### config.mk
export PLATFORM = sky130hd
export DESIGN_NAME = uart_rx_fifo
export DESIGN_NICKNAME = d
export VERILOG_FILES = /design/src/rtl/uart_pkg.sv /design/src/rtl/sync_ff.sv /design/src/rtl/uart_rx_fifo.sv
export SDC_FILE = /design/constraint.sdc
export NUM_CORES = 1
export LEC_CHECK = 0
export CORE_MARGIN = 4
export CORE_UTILIZATION = 55
export DETAILED_ROUTE_END_ITERATION = 16
export GPL_TIMING_DRIVEN = 0
export PLACE_DENSITY = 0.73
export SLEW_MARGIN = 10
export SYNTH_ARGS = -nofsm -noshare
export SYNTH_HDL_FRONTEND = slang
export SYNTH_HIERARCHICAL = 1
export SYNTH_SLANG_ARGS = --single-unit
### constraint.sdc
create_clock -name clk -period 3 [get_ports clk]
set_clock_uncertainty 0.05 [all_clocks]
set_input_delay 0.6 -clock clk [delete_from_list [all_inputs] [get_ports clk]]
set_output_delay 0.6 -clock clk [all_outputs]
set_load 0.005 [all_outputs]
### src/rtl/uart_pkg.sv
// Shared types for the UART echo path: byte width, byte type and the
// transmit-launch state encoding.
package uart_pkg;

  localparam int DATA_W = 8;

  typedef logic [DATA_W-1:0] byte_t;

  typedef enum logic [1:0] {
    IDLE  = 2'd0,
    START = 2'd1,
    BUSY  = 2'd2
  } state_t;

endpackage

### src/rtl/sync_ff.sv
// Multi-flop level synchroniser for single-bit flags crossing into the clk
// domain. Flops clear to 0 on reset.
module sync_ff #(
  parameter int STAGES = 2
) (
  input  logic clk,
  input  logic rst_n,
  input  logic d,
  output logic q
);

  logic [STAGES-1:0] stage;

  always_ff @(posedge clk or negedge rst_n) begin
    if (!rst_n) begin
      stage <= '0;
    end else begin
      stage <= {stage[STAGES-2:0], d};
    end
  end

  assign q = stage[STAGES-1];

endmodule

### src/rtl/uart_rx_fifo.sv
// Elastic byte queue between the UART receiver and transmitter: pushes on each
// rx_valid rising edge and launches queued bytes with a start/done handshake.
module uart_rx_fifo
  import uart_pkg::*;
#(
  parameter int DATA_W      = uart_pkg::DATA_W,
  parameter int DEPTH       = 16,
  parameter int SYNC_STAGES = 2,
  parameter int ACK_TIMEOUT = 1024
) (
  input  logic                     clk,
  input  logic                     res,
  input  logic [DATA_W-1:0]        rx_word,
  input  logic                     rx_valid,
  input  logic                     tx_done,
  input  logic                     clr_flags,
  output logic [DATA_W-1:0]        tx_word,
  output logic                     tx_start,
  output logic [$clog2(DEPTH):0]   fifo_count,
  output logic                     fifo_empty,
  output logic                     fifo_full,
  output logic                     overflow,
  output logic                     tx_timeout
);

  localparam int PW = $clog2(DEPTH);
  localparam int CW = PW + 1;
  localparam int TW = $clog2(ACK_TIMEOUT + 1);

  localparam logic [PW-1:0] PTR_ONE  = PW'(1);
  localparam logic [CW-1:0] CNT_ONE  = CW'(1);
  localparam logic [CW-1:0] CNT_FULL = CW'(DEPTH);
  localparam logic [TW-1:0] TO_ONE   = TW'(1);
  localparam logic [TW-1:0] TO_LAST  = TW'(ACK_TIMEOUT - 1);

  logic [DATA_W-1:0] mem [DEPTH];
  logic [PW-1:0]     wr_ptr;
  logic [PW-1:0]     rd_ptr;
  logic [CW-1:0]     count;
  logic [TW-1:0]     to_cnt;
  state_t            state;
  logic              rx_valid_q;
  logic              tx_done_s;

  logic push;
  logic pop;
  logic push_ok;
  logic drop;
  logic timeout_ev;

  sync_ff #(
    .STAGES (SYNC_STAGES)
  ) u_done_sync (
    .clk   (clk),
    .rst_n (res),
    .d     (tx_done),
    .q     (tx_done_s)
  );

  assign fifo_count = count;
  assign fifo_empty = (count == '0);
  assign fifo_full  = (count == CNT_FULL);

  assign push       = rx_valid & ~rx_valid_q;
  assign pop        = (state == IDLE) & ~fifo_empty & tx_done_s;
  // A pop in the same cycle frees the slot, so a full FIFO still accepts.
  assign push_ok    = push & (~fifo_full | pop);
  assign drop       = push & fifo_full & ~pop;
  assign timeout_ev = (state == START) & tx_done_s & (to_cnt == TO_LAST);

  always_ff @(posedge clk) begin
    if (push_ok) begin
      mem[wr_ptr] <= rx_word;
    end
  end

  always_ff @(posedge clk or negedge res) begin
    if (!res) begin
      rx_valid_q <= 1'b1;
      wr_ptr     <= '0;
      rd_ptr     <= '0;
      count      <= '0;
      tx_word    <= '0;
      overflow   <= 1'b0;
      tx_timeout <= 1'b0;
    end else begin
      rx_valid_q <= rx_valid;
      if (push_ok) begin
        wr_ptr <= wr_ptr + PTR_ONE;
      end
      if (pop) begin
        rd_ptr  <= rd_ptr + PTR_ONE;
        tx_word <= mem[rd_ptr];
      end
      if (push_ok && !pop) begin
        count <= count + CNT_ONE;
      end else if (!push_ok && pop) begin
        count <= count - CNT_ONE;
      end
      // New events take priority over a same-cycle clear.
      if (drop) begin
        overflow <= 1'b1;
      end else if (clr_flags) begin
        overflow <= 1'b0;
      end
      if (timeout_ev) begin
        tx_timeout <= 1'b1;
      end else if (clr_flags) begin
        tx_timeout <= 1'b0;
      end
    end
  end

  always_ff @(posedge clk or negedge res) begin
    if (!res) begin
      state    <= IDLE;
      tx_start <= 1'b0;
      to_cnt   <= '0;
    end else begin
      case (state)
        IDLE: begin
          if (pop) begin
            tx_start <= 1'b1;
            to_cnt   <= '0;
            state    <= START;
          end
        end
        START: begin
          if (!tx_done_s) begin
            tx_start <= 1'b0;
            state    <= BUSY;
          end else if (to_cnt == TO_LAST) begin
            tx_start <= 1'b0;
            state    <= IDLE;
          end else begin
            to_cnt <= to_cnt + TO_ONE;
          end
        end
        BUSY: begin
          if (tx_done_s) begin
            state <= IDLE;
          end
        end
        default: begin
          tx_start <= 1'b0;
          state    <= IDLE;
        end
      endcase
    end
  end

endmodule

Word level (Yosys, flattened, before mapping)
Memory sizes are Yosys's and may differ from the RTL's. A register that Yosys moved wholly into a read port is not among the register bits.
Cells that the tools add are included.
- register bits after elaboration: 32
- memories: 1
- RAM bits: 128
- bits of input ports: 13
- output and inout bits: 18
- eq/ne operators: 9
- muxes and demuxes: 20
- add/subtract/negate cells: 5
- bitwise gates (word level): 14
- reductions and logical operators: 14
- memory list (name ; depth ; width ; rd ports ; clocked after Yosys merged registers in ; write ports ; line ; RTL):
    mem ; 16 ; 8 ; 1 ; 1 ; 1 ; uart_rx_fifo.sv:36 ; logic [DATA_W-1:0] mem [DEPTH];
- operator list (operator ; count):
    $mux 11 ; 3
    $pmux 11 s2 ; 1
    $add 11x1->11 const B ; 1
    $eq 11x10->1 const B ; 1
    $mux 5 ; 2
    $add 4x1->4 const B ; 2
    $and 1x1->1 ; 8
    $mux 1 ; 8
    $mux 2 ; 4
    $reduce_bool 2->1 ; 4
    $pmux 2 s3 ; 1
    $reduce_and 3->1 ; 2
    $add 5x1->5 const B ; 1
    $eq 5x5->1 const B ; 1
    $logic_not 5->1 ; 1
    $not 1->1 ; 5
    $sub 5x1->5 const B ; 1
    $ne 2x1->1 const B ; 2
    $ne 2x2->1 const B ; 2
    $reduce_and 4->1 ; 1
    $logic_not 1->1 ; 3
    $ne 3x3->1 const B ; 1
    $pmux 1 s3 ; 1
    $eq 2x1->1 const B ; 1
    4 further kinds ; 5

Longest topological paths before layout
Gate-level depths: netlist (run 1).
- depth after elaboration: 10
- depth in mapped cells: 11

Modules after synthesis
The synthesis (run 1) kept the hierarchy.
- modules (own cells, without submodules) (module ; cells an instance ; area each (µm²) ; times used):
    uart_rx_fifo ; 392 ; 6909.1 ; 1
    sync_ff ; 2 ; 50.0 ; 1

Worst setup path before layout (run 1)
OpenSTA, ideal clock, no wires.
- path kind: flip-flop to flip-flop
- start point: register count[1], in the netlist fifo_count[1]
- end point: register count[4], in the netlist fifo_count[4]
- library setup time: 80 ps
- arrival time: 2595 ps
- clock period less this slack: 2725 ps
- cell stages (with the launch flop): 12
- buffers on the path: 1
- slack: 275 ps
- path through: dfrtp_1 > nor4_2 > a21oi_2 > inv_2 > buf_4 > ha_1 > inv_1 > fa_1 > a21o_1 > a21oi_1 > mux2i_1 > xnor2_1
- longest elaborated chain between the ends: 9
- elaborated cells between the ends (all ways): 17
- those cells by class: add/sub (2); eq/ne (1); mux (2); bitwise (6); reduce/logical (6)
- RTL lines (what ; line ; RTL):
    from (decl) ; uart_rx_fifo.sv:39 ; logic [CW-1:0] count;
    from (signal assigned) ; uart_rx_fifo.sv:96 ; count <= count + CNT_ONE;
    from (signal assigned) ; uart_rx_fifo.sv:98 ; count <= count - CNT_ONE;
    $logic_not 5->1 ; uart_rx_fifo.sv:61 ; assign fifo_empty = (count == '0);
    $not 1->1 ; uart_rx_fifo.sv:65 ; assign pop = (state == IDLE) & ~fifo_empty & tx_done_s;
    $and 1x1->1 (2 in series) ; uart_rx_fifo.sv:65 ;
    $or 1x1->1 ; uart_rx_fifo.sv:67 ; assign push_ok = push & (~fifo_full | pop);
    $and 1x1->1 ; uart_rx_fifo.sv:67 ;
    $logic_not 1->1 ; uart_rx_fifo.sv:97 ; end else if (!push_ok && pop) begin
    $logic_and 1x1->1 ; uart_rx_fifo.sv:97 ;
    $reduce_bool 2->1 (no source line) ; -- ;
Several ways; a longest one is shown, not always the timed one. The select of a mux whose other input is x is not followed.
A chain may end at the register's enable or synchronous reset.

Worst setup path in the final report (run 1)
- start point: register count[1], in the netlist fifo_count[1]
- end point: output fifo_full
- longest elaborated chain between the ends: 1
- RTL lines (what ; line ; RTL):
    $eq 5x5->1 ; uart_rx_fifo.sv:62 ; assign fifo_full = (count == CNT_FULL);
    to (decl) ; uart_rx_fifo.sv:21 ; output logic fifo_full,
Every way passes these cells.

==> summary.md, run 1 <==
| Metric | Value |
|---|---|
| WP data arrival | between 2000 and 2500 ps |
| Die H | around 120 um |
| Cell variety after synth | 47 |
| Row cnt | 40 |
| Initial drt markers | 417 |
| Max cap viols | 0 |
| DRT antenna net count | 0 |
| Critical path type | flip-flop to output port |
| GRT overflow | 0 |
| RD Place Congestion | ~0.8 |
| Crit path depth | 3 |
| Ports | 31 |
| Final WL | ~14,000 um |
| Vias in the first global route | approximately 3,800 |
| Dpl cells | between 500 and 600 |
| Critical-path top delay cell | or4_1 |
| Num CTS Buffers | 17 |
| Primary FF master, synth | edfxtp_1 |
| Outcome | completed |
| # DRC | 0 |
| WP buf/inv | 1 |
| Vias | 3,707 |
| Post-DP HPWL | just under 9000 um |
| Power per Cell Area | just over 900 nW/um2 |
| Initial antenna violation count | 0 |
| HP Class | flip-flop to flip-flop |
| Register-to-Register Path Depth | 9 |
| WL/cell | 21.5 um |
| Starting density of the core | between 50 and 60% |
| Post-synth ARST share | around a quarter |
| Yosys warnings | 6 |
| Critical Path Fanout Max | 6 |
| Placed cell area | around 7500 um2 |
| # clock sinks | roughly 170 |
| Clock Path Buffers | 2 |
| Final TNS setup | 0 ps |
| Sequential area share after synthesis | a little over two thirds |
| Slew Limit Headroom | ~37% |
| Reg clk slew, reported paths | roughly 60 ps |
| RSZ-0062 raised after global routing | false |
| Post-route met1 wirelength | between 5000 and 6000 um |
| R2R setup slack | 220 ps |
| Fin crit share | ~93% |
| DIE AREA | around 15,000 um2 |
| Post-synth EDFFs | 128 |
| LEAKAGE | 0.00297 uW |
| Nets | about 470 |
| Later-pin clock latency in the skew report | about 440 ps |
| Antenna Cells | 0 |
| Worst Setup SP | fifo_count[1] |
| Fmax | 359 MHz |
| Worst Setup End Kind | output port |
| Largest net degree at the start of global routing | 35 |
| Clk root buf | clkbuf_16 |
| Minimum clock period after layout | 2790 ps |
| Count of final max-slew check failures | 0 |
| Post-Syn Area | 6960 um2 |
| Layout cells sized above 1 | 18.5% |
| Worst-Margin Slew | 940 ps |
| Global-route wire length before repair | about 21,000 um |
| Delay-heaviest family, CP | simple AND/OR/NAND/NOR gates |
| VDD IR max | 545 uV |
| Fin cells | between 600 and 700 |
| GRT Total Usage | approximately a fifth |
| Critical path required time | between 2000 and 2500 ps |
| Setup-violating endpoint count in the final report | 0 |
| Final hold vios | 0 |
| Top sig layer | met4 |
| Worst r2r dst | fifo_count[4] |
| Port buffer count | 30 |
| H-tree Lvls | 4 |
| Post-DR vias/cell | 5.90 |
| Critical Path Start Type | flip-flop |
| Critical R2R Launch | state[0] |
| Max incr delay on CP | 570 ps |
| Layout area overhead | 16.6% |
| Final core utilization | 66.4% |
| WL met2 | roughly 6800 um |
| Post-Syn Area per Cell | 17.7 um2 |
| CP endpoint | fifo_full |
| #FFs+latches synth | 168 |
| Core area | 12,200 um2 |
| Wire length on met3 | a little under 800 um |
| Post-synthesis instance total | slightly below 400 |
| Final Total Pwr | 7400 uW |
| Hold Crit Start | u_done_sync/stage[0] |
| Post-route cell area | roughly 8000 um2 |
| CTS tree | yes |
| TritonRoute pass-1 iters | 5 |
| Syn_nets | around 420 |
| Cell Chain, Critical Path | or4_1, nor2_1, clkdlybuf4s50_1 |
| Die width | around 120 um |
[layout by cell type, fill, tap and decap left out, types with 6 or more instances in the layout]
| cell | instances |
|---|---|
| dfrtp_1 | 37 |
| mux4_1 | 9 |
| o21ai_0 | 7 |
| a22o_1 | 8 |
| buf_2 | 6 |
| clkbuf_16 | 17 |
| nor2b_1 | 8 |
| buf_4 | 6 |
| mux4_2 | 23 |
| xnor2_1 | 10 |
| mux2i_1 | 9 |
| and2_1 | 12 |
| nand3_1 | 6 |
| edfxtp_1 | 128 |
| nand2_1 | 13 |
| nor2_1 | 10 |
| a211o_1 | 13 |
| and3_1 | 9 |
| inv_1 | 10 |
| clkdlybuf4s50_1 | 29 |
| a21oi_1 | 12 |
| ha_1 | 10 |
[metal layers]
metal | GRT usage [%] | up-vias
met1 | 26.3 | 1903
met5 | 0 | -
met4 | 7.15 | 0
met3 | 5.66 | 17
li1 | - | 1669
met2 | 32.5 | 118
[cells in the mapped netlist (3+ instances only)]
library cell,count,share of area (%)
dfrtp_1,39,14
nand2_1,13,0.70
edfxtp_1,128,55
a21oi_1,12,0.86
buf_2,5,0.36
o21ai_0,7,0.50
nor2_1,10,0.54
inv_1,11,0.59
mux2i_1,9,1.3
nand4_1,4,0.36
buf_6,3,0.49
mux4_2,23,7.4
a211o_1,13,1.6
a22o_1,8,1.0
nor2b_1,8,0.72
nor3_1,4,0.29
nand3_1,6,0.43
xnor2_1,10,1.3
clkbuf_1,5,0.27
and2_1,12,1.1
mux4_1,9,3.4
ha_1,10,1.8
buf_4,4,0.43
a21o_1,3,0.32
and3_1,9,0.81
[kinds of logic after synthesis]
group / after synthesis / share of synthesized area [%]
DFF: 168 / 69.6
xor gates and xnor gates: 12 / 1.51
muxes: 42 / 12.3
adders and majority gates: 11 / 2.09
AOI/OAI and AO/OA: 51 / 5.43
and+or+nand+nor: 79 / 6.51
buffers and inverters: 31 / 2.54
[report_power, final]
group	internal (uW)	total (uW)	switching, uW
combinational	1150	2250	1100
sequential	2790	3010	226
clock	1170	2130	957
total	5110	7400	2280
[per-stage QoR]
step / hold WS [ps] / worst slack, ps
global route: 319 / 21.5
global placement: 294 / -107
finish: 304 / 212
floorplan: 254 / 275
CTS: 306 / 67.3
detailed placement: 290 / -149
[how the worst min path moves through the flow]
stage / to / slack, ps / depth (start not counted)
finish: u_done_sync/stage[1] / 300 / 0
global route: u_done_sync/stage[1] / 320 / 0
CTS: u_done_sync/stage[1] / 310 / 0
global placement: u_done_sync/stage[1] / 290 / 0
detailed placement: u_done_sync/stage[1] / 290 / 0
floorplan: fifo_count[0] / 250 / 0
[final cells by class]
| cell class | instances | area (um2) |
|---|---|---|
| plain buffers | 18 | 128 |
| clock buffers | 17 | 425 |
| clock inverters | 15 | 158 |
| fillers | 845 | 4100 |
| inverters | 13 | 48.8 |
| multi-input cells | 195 | 1960 |
| flip-flops and latches | 168 | 4850 |
| well taps | 168 | 210 |
| repair buffers | 34 | 340 |
[registers in the layout (all words and copies together) (netlist names)]
name	count
state	2
fifo_count	5
to_cnt	11
wr_ptr	4
rd_ptr	4
rx_valid_q	1
tx_timeout	1
tx_word	8
u_done_sync/stage	2
overflow	1
tx_start	1
mem	128
[timing repair]
item / in CTS / in global routing
hold endpoints to repair: 6 / 0
hold buffers: 1 / 0
pin swaps: 0 / 2
endpoints found under the setup margin: 1 / 1
resized for setup: 2 / 4
setup buffers: 1 / 1
(Power assumes the default switching activity.)
==> run 2: changes to the inputs <==
CORE_MARGIN = not set   (was 4)
==> summary.md, run 2 (synthesis gave the netlist of run 1 again) <==
| Metric | Value |
|---|---|
| Final core utilization | around 67% |
| Post-route cell area | approximately 8100 um2 |
| Nets | approximately 470 |
| Critical path type | flip-flop to flip-flop |
| Layout area overhead | 17.1% |
| Most common cell after layout, fill and taps aside | edfxtp_1 |
| Grt met2 use | ~36% |
| Met3 layer usage reported by global route | approximately 6% |
| Starting density of the core | a little under three fifths |
| GRT Total Usage | between 20 and 25% |
| Vias | roughly 3,700 |
| DIE AREA | 13,100 um2 |
| Final hold vios | 0 |
| Port buffer count | 30 |
| Critical path required time | ~3300 ps |
| Layout cells sized above 1 | between 10% and 20% |
| Minimum clock period after layout | about 2900 ps |
| Commonest non-fill, non-tap cells in the layout | edfxtp_1, dfrtp_1, clkdlybuf4s50_1, mux4_2, clkbuf_16 |
| Slew Limit Headroom | between 30% and 40% |
| Outcome | completed |
| P_int | around 5300 uW |
| Ports | 31 |
| Sequential fraction of design power | between 40% and 50% |
| Antenna Cells | 0 |
| Placed cell area | approximately 7500 um2 |
| Critical Path Start Type | flip-flop |
| Clock Path Buffers | 2 |
| Initial antenna violation count | 0 |
| Power per Cell Area | 915 nW/um2 |
| TritonRoute pass-1 iters | 4 |
| Row cnt | 40 |
| Fin crit share | between 90 and 100% |
| WL/cell | roughly 21 um |
| Psw | about 2200 uW |
| Die width | approximately 110 um |
| CTS tree | yes |
| Critical Path Fanout Max | 10 |
| WP data arrival | about 3200 ps |
| Post-DR vias/cell | a little under 6 |
| Reg clk slew, reported paths | roughly 60 ps |
| Num CTS Buffers | 17 |
| Fmax | 349 MHz |
| VDD IR max | between 600 and 700 uV |
| Largest regs | mem x128, to_cnt x11, tx_word x8 |
| GR peak layer | met2 |
| Die H | 114 um |
| Later-pin clock latency in the skew report | ~420 ps |
| HP Class | primary input to asynchronous set/reset pin |
| Core area | 12,200 um2 |
| Final Total Pwr | 7450 uW |
| Largest net degree at the start of global routing | 28 |
| Met1 usage | slightly below 30% |
| DRT antenna net count | 0 |
| # DRC | 0 |
| # clock sinks | 168 |
| Vias in the first global route | 3,786 |
| Largest register FFs | between 100 and 150 |
| Clk root buf | clkbuf_16 |
| Worst-Margin Slew | 902 ps |
| Clk pwr share | a little under 30% |
| LEAKAGE | about 0.003 uW |
| Max cap viols | 0 |
| Worst Setup End Kind | flip-flop |
| Most flops, register | mem |
| Critical R2R Launch | fifo_count[1] |
| Setup-violating endpoint count in the final report | 0 |
| Global-route wire length before repair | about 20,000 um |
| H-tree Lvls | 4 |
| GRT overflow | 0 |
| Initial drt markers | 287 |
| Post-DP HPWL | 8730 um |
| Switch share | between 20 and 30% |
| Count of final max-slew check failures | 0 |
| Final WL | 13,000 um |
| Hold-fix buffers, CTS | 0 |
| RD Place Congestion | around 0.74 |
| RSZ-0062 raised after global routing | false |
| Worst Setup SP | fifo_count[1] |
| Combinational share of power | 30.4% |
==> run 2: worst max-delay path, cell delays in order, from the launching register on <==
cell,delay (ps)
dfrtp_2,470
nor4_4,370
a21oi_4,120
inv_2,110
buf_6,170
ha_2,210
inv_2,70
fa_1,410
a21o_1,180
a21oi_1,200
mux2i_1,300
xnor2_1,150
==> run 2: layout make-up <==
cell class / count / area, um2
flip-flops and latches: 168 / 4850
fillers: 816 / 4020
multi-input cells: 195 / 1960
clock buffers: 20 / 447
repair buffers: 36 / 353
well taps: 168 / 210
clock inverters: 12 / 150
plain buffers: 18 / 131
inverters: 13 / 48.8
==> run 2: layer usage <==
metal / wire length [um] / part of all wire [%]
met5: 0 / 0
met4: 105 / 0.81
met3: 581 / 4.5
met2: 6630 / 51
met1: 5720 / 44
==> run 2: per-stage QoR <==
stage,std cells,hold slack (ps),setup WS [ps],TNS [ps]
floorplan,394,254,275,0
global placement,592,284,-175,-175
detailed placement,593,286,-278,-278
CTS,627,44.2,50.8,0
global route,630,71.0,1.40,0
finish,630,46.9,131,0
==> run 2: power groups by stage <==
stage | clock [uW] | sequential (uW) | combinational, uW
2_1_floorplan | 0 | 2990 | 1540
3_3_place_gp | 0 | 3020 | 2150
3_5_place_dp | 0 | 3040 | 2220
4_1_cts | 2210 | 3000 | 2270
5_1_grt | 2300 | 3040 | 2460
6_report | 2190 | 3000 | 2260
==> run 2: what timing repair did <==
action | CTS | global route
gates resized for setup | 4 | 4
pin swaps | 2 | 2
setup buffers | 2 | 3
endpoints found under the setup margin | 2 | 1
cloned | 0 | 0
==> run 2: path summary, 6_finish.rpt <==
path                                         to  slack, ps  depth (start not counted)
setup reg to reg                  fifo_count[4]        130                         11
max in group asynchronous            rx_valid_q       2310                          2
min in group clk           u_done_sync/stage[1]        310                          0
hold reg to reg            u_done_sync/stage[1]        310                          0
setup / recovery                  fifo_count[4]        130                         11
hold / removal                       tx_word[2]         50                          1
==> run 3: changes to the inputs <==
ABC_AREA = 1   (was not set)
==> summary.md, run 3 <==
| Metric | Value |
|---|---|
| Outcome | completed |
| DIE AREA | ~14,000 um2 |
| Minimum clock period after layout | ~2800 ps |
| Worst Setup End Kind | flip-flop |
| WL/cell | ~17 um |
| Final WL | roughly 17,000 um |
| Max cap viols | 0 |
| Multiplexer share of the synthesized area | 0% |
| Syn_nets | between 700 and 800 |
| Vias in the first global route | just over 5,000 |
| Row cnt | 42 |
| Initial drt markers | around 500 |
| Layout area overhead | 14.1% |
| Simple-gate share of the synthesized area | between 20% and 30% |
| Largest family of logic cells by synthesized area | simple AND/OR/NAND/NOR gates |
| R2R setup slack | between 200 and 250 ps |
| Critical path required time | about 3300 ps |
| Clock Path Buffers | 2 |
| Largest register FFs | 128 |
| Hold path cells | 0 |
| WP buf/inv | 3 |
| Post-DP HPWL | 11,700 um |
| Cell Chain, Critical Path | inv_1, nand4_2, nand2_4, a21boi_4, buf_6, ha_1, inv_1, fa_1, a21oi_1, nor2_1, nor2_1, xor2_1, nand2_1, nand2_1 |
| Most common cell after layout, fill and taps aside | nand2_1 |
| Area leader, netlist | edfxtp_1 |
| DRT antenna net count | 0 |
| Final hold vios | 0 |
| Delay-heaviest family, CP | simple AND/OR/NAND/NOR gates |
| Initial antenna violation count | 0 |
| Setup-violating endpoint count in the final report | 0 |
| GRT overflow | 0 |
| CTS resizes | 0 |
| Dominant cells by area after synthesis | edfxtp_1, dfrtp_1, nand2_1 |
| Fillcell total | between 1,000 and 1,500 |
| #FFs+latches synth | between 150 and 200 |
| Post-Synth XOR/XNOR Area | ~1.7% |
| Nets | roughly 830 |
| Post-Syn Area per Cell | 10.0 um2 |
| LEAKAGE | between 0.003 and 0.004 uW |
| Ports | 31 |
| Commonest cells in the netlist | nand2_1, edfxtp_1, inv_1, nand3_1, dfrtp_1 |
| Die H | between 100 and 150 um |
| Starting density of the core | between 50% and 60% |
| Count of final max-slew check failures | 0 |
| Cell variety after synth | 37 |
| Clk root buf | clkbuf_16 |
| HP Class | flip-flop to flip-flop |
| Slew Limit Headroom | between 40% and 50% |
| Post-Syn Area | 7610 um2 |
| Reg clk slew, reported paths | 60 ps |
| Max incr delay on CP | 490 ps |
| Compound-Gate Fraction of Synth Area | ~2.3% |
| Critical Path Start Type | flip-flop |
| Die width | roughly 120 um |
| Register-to-Register Path Depth | 14 |
| Commonest non-fill, non-tap cells in the layout | nand2_1, edfxtp_1, inv_1, nand3_1, dfrtp_1 |
| Antenna Cells | 0 |
| Top-count cell post-synth | nand2_1 |
| GRT Total Usage | about a quarter |
| CTS tree | yes |
| Most flops, register | mem |
| Post-synth EDFFs | ~130 |
| Post-DR vias/cell | approximately 5.3 |
| Global-route wire length before repair | roughly 27,000 um |
| Final TNS setup | 0 ps |
| Post-synth ARST share | between 20% and 30% |
| # DRC | 0 |
| Critical path type | flip-flop to flip-flop |
| Largest regs | mem x128, to_cnt x11, tx_word x8 |
| Placed cell area | around 8100 um2 |
| Post-route cell area | approximately 8700 um2 |
| Core area | roughly 13,000 um2 |
| Sequential area share after synthesis | between 60 and 70% |
| Power per Cell Area | between 800 and 900 nW/um2 |
| Total setup buffers inserted after CTS | 0 |
| Critical-path top delay cell | dfrtp_1 |
| Layout cells sized above 1 | 9.02% |
| Worst-Margin Slew | around 860 ps |
| Later-pin clock latency in the skew report | roughly 420 ps |
| Num CTS Buffers | 17 |
| Fmax | 360 MHz |
| Post-synthesis instance total | roughly 760 |
| TritonRoute pass-1 iters | 5 |
| Port buffer count | 30 |
| H-tree Lvls | 4 |
| WHS | between 300 and 400 ps |
| Yosys warnings | 6 |
| RSZ-0062 raised after global routing | false |
| Fin crit share | 92.5% |
| # clock sinks | between 150 and 200 |
| Adder-Cell Fraction of Synth Area | under 10% |
| VDD IR max | between 400 and 500 uV |
| Critical Path Fanout Max | 10 |
| WP data arrival | 3090 ps |
| Largest net degree at the start of global routing | 32 |
| Primary FF master, synth | edfxtp_1 |
| Vias | approximately 5,300 |
| Crit path depth | 14 |
| Share of Yosys cell area claimed by the top area cell type | between 50 and 60% |
| RD Place Congestion | around 0.91 |
-- run 3: layout make-up --
cell class,instances,area (um2),share of cell area [%]
inverters,129,484,5.58
plain buffers,28,150,1.73
well taps,176,220,2.54
flip-flops and latches,168,4850,55.8
clock buffers,23,448,5.16
repair buffers,32,325,3.75
clock inverters,6,77.6,0.894
multi-input cells,434,2130,24.5
-- run 3: routing by layer --
metal | vias up | wire length [um] | GRT usage, %
met5 | - | 0 | 0
met4 | 0 | 392 | 9.06
met3 | 31 | 1170 | 4.61
met2 | 203 | 8070 | 40.4
met1 | 2489 | 7370 | 34.5
li1 | 2532 | - | -
-- run 3: final timing paths --
check / endpoint / start
max in group asynchronous: rx_valid_q / res
setup reg to reg: fifo_count[4] / fifo_count[0]
hold / removal: u_done_sync/stage[1] / u_done_sync/stage[0]
setup / recovery: fifo_count[4] / fifo_count[0]
min in group asynchronous: to_cnt[10] / res
hold reg to reg: u_done_sync/stage[1] / u_done_sync/stage[0]
-- run 3: worst register-to-register path: stages, from the launching register on --
cell	delay, ps
dfrtp_1	490
inv_1	110
nand4_2	150
nand2_4	150
a21boi_4	210
buf_6	200
ha_1	210
inv_1	100
fa_1	410
a21oi_1	160
nor2_1	60
nor2_1	130
xor2_1	170
nand2_1	70
nand2_1	60
-- run 3: logic make-up (layout without fill, tap and decap cells) --
kind of cell,Yosys count,count (layout)
flops,168,168
simple gates,384,384
buf+inv,157,218
compound gates,25,25
xor+xnor,14,14
fa+ha+maj,11,11
-- run 3: what timing repair did --
action                                 in CTS  in global routing
endpoints found under the hold margin       9                  0
hold buffers                                1                  0
setup endpoints to repair                   0                  0
-- run 3: per-stage QoR --
stage / cells / setup slack (ps) / util (%) / power (uW)
5_1_grt: 996 / 77.3 / 65.0 / 8100
2_1_floorplan: 759 / 629 / - / 4730
6_report: 996 / 225 / 65.0 / 7690
3_5_place_dp: 966 / -134 / 61.0 / 5670
4_1_cts: 996 / 256 / 65.0 / 7680
3_3_place_gp: 965 / -32.5 / 60.9 / 5580
-- run 3: report_power, final --
group / total (uW) / switching (uW) / internal (uW)
clock: 2010 / 806 / 1200
sequential: 2980 / 207 / 2780
combinational: 2700 / 1750 / 946
